## src/rtl/bus_grant_scheduler.sv

```systemverilog
// Round-robin bus-ownership scheduler: one registered grant, held until the switch pulses xfer_done.
// Defining BUS_GRANT_TIMEOUT_EN adds a watchdog that revokes a grant held for MAX_HOLD cycles.
module bus_grant_scheduler #(
  parameter int  NREQ     = 5,
  parameter int  MAX_HOLD = 64,
  parameter int  CNT_W    = 7,
  localparam int IDX_W    = $clog2(NREQ)
) (
  input  logic             clk,
  input  logic             reset,
  input  logic [NREQ-1:0]  req,
  input  logic             xfer_done,
  output logic             grant_valid,
  output logic [IDX_W-1:0] grant_id,
  output logic [NREQ-1:0]  grant_onehot,
  output logic             grant_start,
  output logic             timeout
);

  typedef enum logic [1:0] {
    S_IDLE  = 2'd0,
    S_GRANT = 2'd1,
    S_HOLD  = 2'd2
  } state_t;

  state_t           state_q, state_d;
  logic [IDX_W-1:0] rr_ptr_q, rr_ptr_d;
  logic             grant_valid_d;
  logic [IDX_W-1:0] grant_id_d;
  logic [NREQ-1:0]  grant_onehot_d;
  logic             grant_start_d;
  logic [IDX_W:0]   pick;
  logic             expire;

  if (2 ** CNT_W <= MAX_HOLD) begin : g_cfg_check
    $error("CNT_W too narrow to count to MAX_HOLD");
  end

  // Returns {found, index} of the first set request at or after ptr, wrapping at NREQ.
  function automatic logic [IDX_W:0] rr_pick(input logic [NREQ-1:0]  r,
                                             input logic [IDX_W-1:0] ptr);
    logic [IDX_W:0] pos;
    logic [IDX_W:0] res;
    res = '0;
    for (int i = NREQ - 1; i >= 0; i--) begin
      pos = {1'b0, ptr} + (IDX_W + 1)'(i);
      if (pos >= (IDX_W + 1)'(NREQ)) pos = pos - (IDX_W + 1)'(NREQ);
      if (r[pos[IDX_W-1:0]]) res = {1'b1, pos[IDX_W-1:0]};
    end
    return res;
  endfunction

  function automatic logic [IDX_W-1:0] wrap_inc(input logic [IDX_W-1:0] id);
    return (id == IDX_W'(NREQ - 1)) ? '0 : id + IDX_W'(1);
  endfunction

  assign pick = rr_pick(req, rr_ptr_q);

`ifdef BUS_GRANT_TIMEOUT_EN
  logic [CNT_W-1:0] hold_cnt_q;
  logic             timeout_q;
  logic             timeout_d;

  assign expire    = (state_q != S_IDLE) && (hold_cnt_q == CNT_W'(MAX_HOLD - 1));
  // xfer_done in the expiry cycle is a normal release, so no timeout pulse.
  assign timeout_d = expire && !xfer_done;
  assign timeout   = timeout_q;

  always_ff @(posedge clk or posedge reset) begin
    if (reset) begin
      hold_cnt_q <= '0;
      timeout_q  <= 1'b0;
    end else begin
      timeout_q <= timeout_d;
      if (state_d == S_GRANT)     hold_cnt_q <= '0;
      else if (state_q != S_IDLE) hold_cnt_q <= hold_cnt_q + CNT_W'(1);
    end
  end
`else
  assign expire  = 1'b0;
  assign timeout = 1'b0;
`endif

  always_comb begin
    // NOTE: every output of this block gets a default first; a path that skips an assignment would otherwise infer a latch.
    state_d        = state_q;
    rr_ptr_d       = rr_ptr_q;
    grant_valid_d  = grant_valid;
    grant_id_d     = grant_id;
    grant_onehot_d = grant_onehot;
    grant_start_d  = 1'b0;

    case (state_q)
      S_IDLE: begin
        if (pick[IDX_W]) begin
          state_d                         = S_GRANT;
          grant_valid_d                   = 1'b1;
          grant_id_d                      = pick[IDX_W-1:0];
          grant_onehot_d                  = '0;
          grant_onehot_d[pick[IDX_W-1:0]] = 1'b1;
          grant_start_d                   = 1'b1;
        end
      end
      S_GRANT, S_HOLD: begin
        state_d = S_HOLD;
        if (xfer_done || expire) begin
          state_d        = S_IDLE;
          grant_valid_d  = 1'b0;
          grant_onehot_d = '0;
          rr_ptr_d       = wrap_inc(grant_id);
        end
      end
      default: begin
        state_d        = S_IDLE;
        grant_valid_d  = 1'b0;
        grant_onehot_d = '0;
      end
    endcase
  end

  always_ff @(posedge clk or posedge reset) begin
    // NOTE: state registers use non-blocking assignments so every flop samples pre-edge values.
    if (reset) begin
      state_q      <= S_IDLE;
      rr_ptr_q     <= '0;
      grant_valid  <= 1'b0;
      grant_id     <= '0;
      grant_onehot <= '0;
      grant_start  <= 1'b0;
    end else begin
      state_q      <= state_d;
      rr_ptr_q     <= rr_ptr_d;
      grant_valid  <= grant_valid_d;
      grant_id     <= grant_id_d;
      grant_onehot <= grant_onehot_d;
      grant_start  <= grant_start_d;
    end
  end

endmodule

```

## config.mk

```make
export PLATFORM = sky130hd
export DESIGN_NAME = bus_grant_scheduler
export DESIGN_NICKNAME = d
export VERILOG_FILES = /design/src/rtl/bus_grant_scheduler.sv
export SDC_FILE = /design/constraint.sdc
export NUM_CORES = 1
export LEC_CHECK = 0
export ABC_AREA = 1
export BUFFER_PORTS_ARGS = -buffer_cell sky130_fd_sc_hd__buf_2
export CORE_UTILIZATION = 40
export DETAILED_ROUTE_END_ITERATION = 10
export HOLD_SLACK_MARGIN = 0.15
export PLACE_DENSITY_LB_ADDON = 0.15
export SKIP_LAST_GASP = 1
export SYNTH_ARGS = -nofsm -noshare
export SYNTH_HDL_FRONTEND = slang
export SYNTH_SLANG_ARGS = --single-unit
```

## constraint.sdc

```tcl
create_clock -name clk -period 3.5 [get_ports clk]
set_input_delay 0.175 -clock clk [delete_from_list [all_inputs] [get_ports clk]]
set_output_delay 0.175 -clock clk [all_outputs]
set_load 0.01 [all_outputs]
```

# After elaboration in Yosys (flattened, before gate mapping)

Cells that the tools add are included.

Word-level logic and storage cells: 73
Bits of input ports: 8
Register bits after elaboration: 15
Output and inout bits: 11

$add $sub $neg: 10
$lt $le $gt $ge: 12
Equality and inequality tests: 5
Reductions and logical operators: 6
Muxes and demuxes: 34

Operator list:

| operator                                                                             | count |
|---|---|
| 3-bit by 4-bit less-than comparator with 1-bit output (second input constant)        | 6 |
| 4-bit two-way mux                                                                    | 5 |
| 3-bit two-way mux                                                                    | 6 |
| 4-bit by 3-bit greater-or-equal comparator with 1-bit output (second input constant) | 4 |
| 1-bit binary-select mux with 3-bit select                                            | 5 |
| 3-bit subtractor (second input constant)                                             | 5 |
| 1-bit two-way mux                                                                    | 10 |
| 5-bit two-way mux                                                                    | 2 |
| 5-bit case mux with 2 select lines                                                   | 1 |
| 3-bit by 2-bit adder with 4-bit output (second input constant)                       | 2 |
| 2-bit AND reduction                                                                  | 3 |
| 3-bit by 1-bit adder with 4-bit output (second input constant)                       | 1 |
| 3-bit by 3-bit adder with 4-bit output (second input constant)                       | 1 |
| 2-bit two-way mux                                                                    | 2 |
| 2-bit inequality test (second input constant)                                        | 2 |
| 2-bit case mux with 2 select lines                                                   | 1 |
| 3-bit by 1-bit adder with 3-bit output (second input constant)                       | 1 |
| 1-bit demux with 3-bit select                                                        | 1 |
| 3-bit equality test (second input constant)                                          | 1 |
| 3-bit by 1-bit greater-or-equal comparator with 1-bit output (second input constant) | 1 |
| 3-bit greater-or-equal comparator (second input constant)                            | 1 |
| 2-bit by 1-bit equality test with 1-bit output (second input constant)               | 1 |
| 2-bit equality test (second input constant)                                          | 1 |
| 2-bit logical NOT                                                                    | 1 |
| other kinds (3)                                                                      | 3 |

# Depth between registers and ports, before layout

Word-level depth: 16
Gate-level depth with buffers: 21
Mapped depth without buffers: 20

# Worst setup path before layout

No wires, ideal clock.

Path type: reg2reg
Start point: register rr_ptr_q[0]
End point: register grant_onehot[0]
Stages on the path, launching flop included: 21
Slack: 0.820 ns
Period minus slack after synthesis: 2.680 ns
Setup time: 0.078 ns
Buffers on the path: 1
Arrival: 2.602 ns
Required time: 3.422 ns
Cells stage by stage: dfrtp_1 > inv_2 > buf_6 > ha_1 > inv_1 > fa_1 > inv_2 > nand2_1 > nand2_1 > nand2_1 > nand2_1 > nand3b_1 > nand2_2 > a21oi_4 > nand2_1 > nor2_4 > nand3_2 > nand2_4 > inv_2 > nor2_1 > o21bai_1

Word-level cells in the longest chain between the ends: 16
Elaborated cells between the ends (all ways): 43
Those cells by class: add/sub: 9; order compare: 7; eq/ne: 1; mux: 24; reduce/logical: 2

RTL lines:

| what                                                                                                                                                               | line | RTL |
|---|---|---|
| start: declaration                                                                                                                                                 | 27   | `logic [IDX_W-1:0] rr_ptr_q, rr_ptr_d;` |
| start signal: assignment                                                                                                                                           | 132  | `rr_ptr_q <= rr_ptr_d;` |
| 3-bit by 3-bit adder with 4-bit output                                                                                                                             | 46   | `pos = {1'b0, ptr} + (IDX_W + 1)'(i);` |
| 4-bit by 3-bit greater-or-equal comparator with 1-bit output / 3-bit subtractor (equally long branches)                                                            | 47   | `if (pos >= (IDX_W + 1)'(NREQ)) pos = pos - (IDX_W + 1)'(NREQ);` |
| 3-bit two-way mux                                                                                                                                                  | 47   |  |
| 1-bit binary-select mux with 3-bit select                                                                                                                          | 48   | `if (r[pos[IDX_W-1:0]]) res = {1'b1, pos[IDX_W-1:0]};` |
| 1-bit two-way mux (not written as such)                                                                                                                            | 48   |  |
| 4-bit two-way mux (4 in a row)                                                                                                                                     | 48   |  |
| 4-bit two-way mux *                                                                                                                                                | 48   |  |
| 3-bit by 4-bit less-than comparator with 1-bit output (not written as such) / 3-bit by 1-bit greater-or-equal comparator with 1-bit output (equally long branches) | 100  | `grant_onehot_d[pick[IDX_W-1:0]] = 1'b1;` |
| 1-bit logical AND (not written as such)                                                                                                                            | 100  |  |
| 1-bit two-way mux (not written as such)                                                                                                                            | 100  |  |
| 1-bit demux with 3-bit select                                                                                                                                      | 100  |  |
| 5-bit two-way mux                                                                                                                                                  | 95   | `if (pick[IDX_W]) begin` |
| 5-bit case mux with 2 select lines                                                                                                                                 | 93   | `case (state_q)` |
| end signal: assignment                                                                                                                                             | 135  | `grant_onehot <= grant_onehot_d;` |
| end: declaration                                                                                                                                                   | 15   | `output logic [NREQ-1:0] grant_onehot,` |

Mark *: on every way between the ends. The rest lies on a longest branch, timed or not. The select of a mux whose other input is x is not followed.
A chain may end at the register's enable or synchronous reset.

# Worst setup path in the final report

Same ends and word-level chain as after synthesis.

==> impl_metrics.tcl <==
set metrics [dict create \
    synth_top_area_share_pct 21.0 \
    fin_skew_ns 0.00285 \
    finalSetupViolCount 0 \
    clockBufferDepth 2 \
    num_vias 1685 \
    fmax_ghz 0.345 \
    tightest_slew_ns 0.582 \
    ys_seq_area_share_pct 21.0 \
    io_buffer_count 17 \
    cp_common_cell "nand2_1" \
    critPathTopFamily "simple AND/OR/NAND/NOR gates" \
    synth_top_area_cell "dfrtp_1" \
    path_cells "inv_2, ha_1, inv_1, fa_1, inv_2, nand2_1, nand2_1, nand2_1, nand2_1, nand3b_1, nand2_2, a21oi_4, nand2_1, nor2_4, nand3_2, nand2_4, inv_2, nor2_1, o21bai_1" \
    critPathKind "flop to flop" \
    die_w_um 68.9 \
    synth_common_cells "81 x nand2_1, 37 x nand3_1, 35 x inv_1" \
    clk_latency_ns 0.24 \
    hold_slack_ns 0.300 \
    cp-end-kind "flop" \
    cpMaxStageDelayCell "dfrtp_1" \
    critPathMaxFanout 12 \
    min_period_ns 2.90 \
    numCtsBuffers 3 \
    post-cts-setup-buffers 0 \
    cts.sinks 15 \
    drcViolationCount 0 \
    rr_endpoint "grant_onehot[0]" \
    postSynthNetCount 289 \
    grt_pass1_vias 1508 \
    wl_per_cell_um 12.1 \
    fin_crit_sh_pct 82.8 \
    final_nets 309 \
    max_slew_margin_pct 60.8 \
    dieHeight_um 68.9 \
    synth_async_sr_flop_share_pct 100 \
    synth-seq-cells 15 \
    syn_area_per_cell_um2 6.65 \
    grt_usage_pct 19.3 \
    cap_violations 0 \
    dp.final_hpwl_mm 3.35 \
    grt-ovfl-total 0 \
    drive_gt1_share_pct 22.2 \
    dpl.cell_count 333 \
    status "complete, no violations" \
    r2r_start "rr_ptr_q[0]" \
    synth-edff-count 0 \
    grt_max_degree 17 \
    vias_per_cell 4.99 \
    endpoint "grant_onehot[0]" \
    synth.most_common_cell "nand2_1" \
    critPathRequiredTime_ns 3.67 \
    arrival_ns 3.07 \
    maxSlewViolCount 0 \
    area_growth_pct 9.79 \
    netlist_top_cells_area "dfrtp_1 21%, nand2_1 17%, nand3_1 10%, ha_1 7.7%, inv_1 7.3%" \
    diodes 0 \
    path_buf_inv 4 \
    path_clk_slew_ns 0.06 \
    start_util_pct 43.2 \
    fin_tns_setup_ns 0 \
    fin_util_pct 47.4 \
    antenna_found_initial 0 \
    synthCells 269 \
    wirelength_mm 4.10 \
    drtIter0Drc 185 \
    final_antenna_net_count 0 \
    synth_cell_types 31 \
    slowest_delay_ns 0.38 \
    syn_area_um2 1790 \
    place_congestion 0.883 \
    core_area_um2 4140 \
    yosysWarningCount 0 \
    grt_pass1_wl_mm 6.71 \
    rsz0062_at_grt "no" \
    cts_tree "done" \
    ff2ff_path_depth 19 \
    std_cell_rows 23 \
    finalHoldViolations 0 \
    r2r_setup_slack_ns 0.60 \
    finalNonFillerCells 338 \
    hp-class "primary input to flop" \
    dieArea_um2 4740 \
    worstSetupStartpoint "rr_ptr_q[0]" \
    start_kind "flop" \
    cts-root-buf "clkbuf_8" \
    worstSetupPathDepth 19 \
    synth_ff_type "dfrtp_1" \
    htreeDepth 1 \
    drt-pass1-iter-count 4 \
    io_pins 19 \
]
-- layout by cell type, fill, tap and decap left out, drive strengths merged --
cell / instances
a31oi: 1
dlygate4sd3: 1
fa: 1
inv: 41
o21ai: 19
conb: 1
a21oi: 3
nand4: 1
dfrtp: 15
nand3: 45
xor2: 1
nand3b: 4
o22ai: 2
o21bai: 1
clkbuf: 4
buf: 18
nand2: 99
ha: 11
a22oi: 1
xnor2: 2
nor3: 1
nor2: 16
-- metrics by stage --
stage,setup slack (ns),cell area (um^2)
6_report,0.602,1960
5_1_grt,0.303,1960
4_1_cts,0.586,1960
2_1_floorplan,0.820,1790
3_5_place_dp,0.595,1910
3_3_place_gp,0.569,1910
-- layer usage --
| metal | vias up | track usage [%] | wire length [um] |
|---|---|---|---|
| met5 | - | 0 | 0 |
| met3 | 7 | 1.32 | 155 |
| met2 | 43 | 32.9 | 1930 |
| met1 | 746 | 25.6 | 1950 |
| met4 | 0 | 6.12 | 64 |
| li1 | 889 | - | - |
-- timing repair --
item	4_1_cts	5_1_grt
hold buffers	1	0
endpoints found under the hold margin	15	0
resized for setup	0	0
-- cell families (layout without fill, tap and decap cells) --
| group | Yosys count | in the layout | share of synthesized area, % |
|---|---|---|---|
| AND/OR/NAND/NOR | 166 | 166 | 47.4 |
| buffers and inverters | 45 | 64 | 10.6 |
| AO/OA/AOI/OAI | 27 | 27 | 10.1 |
| flip-flops | 15 | 15 | 21.0 |
| adder cells (fa/ha/maj) | 12 | 12 | 8.81 |
| XOR/XNOR | 3 | 3 | 1.89 |
| other | 1 | 1 | 0.210 |
-- layout make-up --
cell class	instances	area, um^2
Sequential cell	15	375
Inverter	41	154
Tap cell	50	62.6
Timing Repair Buffer	19	103
Multi-Input combinational cell	209	1220
Clock buffer	4	45.0
Fill cell	435	2180
-- state kept, by name, summed over array words and instances (netlist names) --
| register | flops |
|---|---|
| grant_start | 1 |
| rr_ptr_q | 3 |
| grant_onehot | 5 |
| state_q | 2 |
| grant_id | 3 |
| grant_valid | 1 |
-- worst min path at each step --
stage,start,to,slack [ns],depth (start not counted)
final,xfer_done,grant_valid,0.30,3
after floorplan,reset,grant_id[0],0.08,1
after global routing,xfer_done,grant_valid,0.33,3
after CTS,xfer_done,grant_valid,0.30,3
after detailed placement,reset,grant_onehot[4],0.26,2
after global placement,reset,grant_start,0.26,2
-- worst min-delay path, stage by stage --
cell	delay [ns]
buf_2	0.09
nor2_1	0.08
o21ai_0	0.17
Power is left out: the tool's default activity adds up to more than one toggle a clock period on the data nets, which glitch-free logic cannot reach.
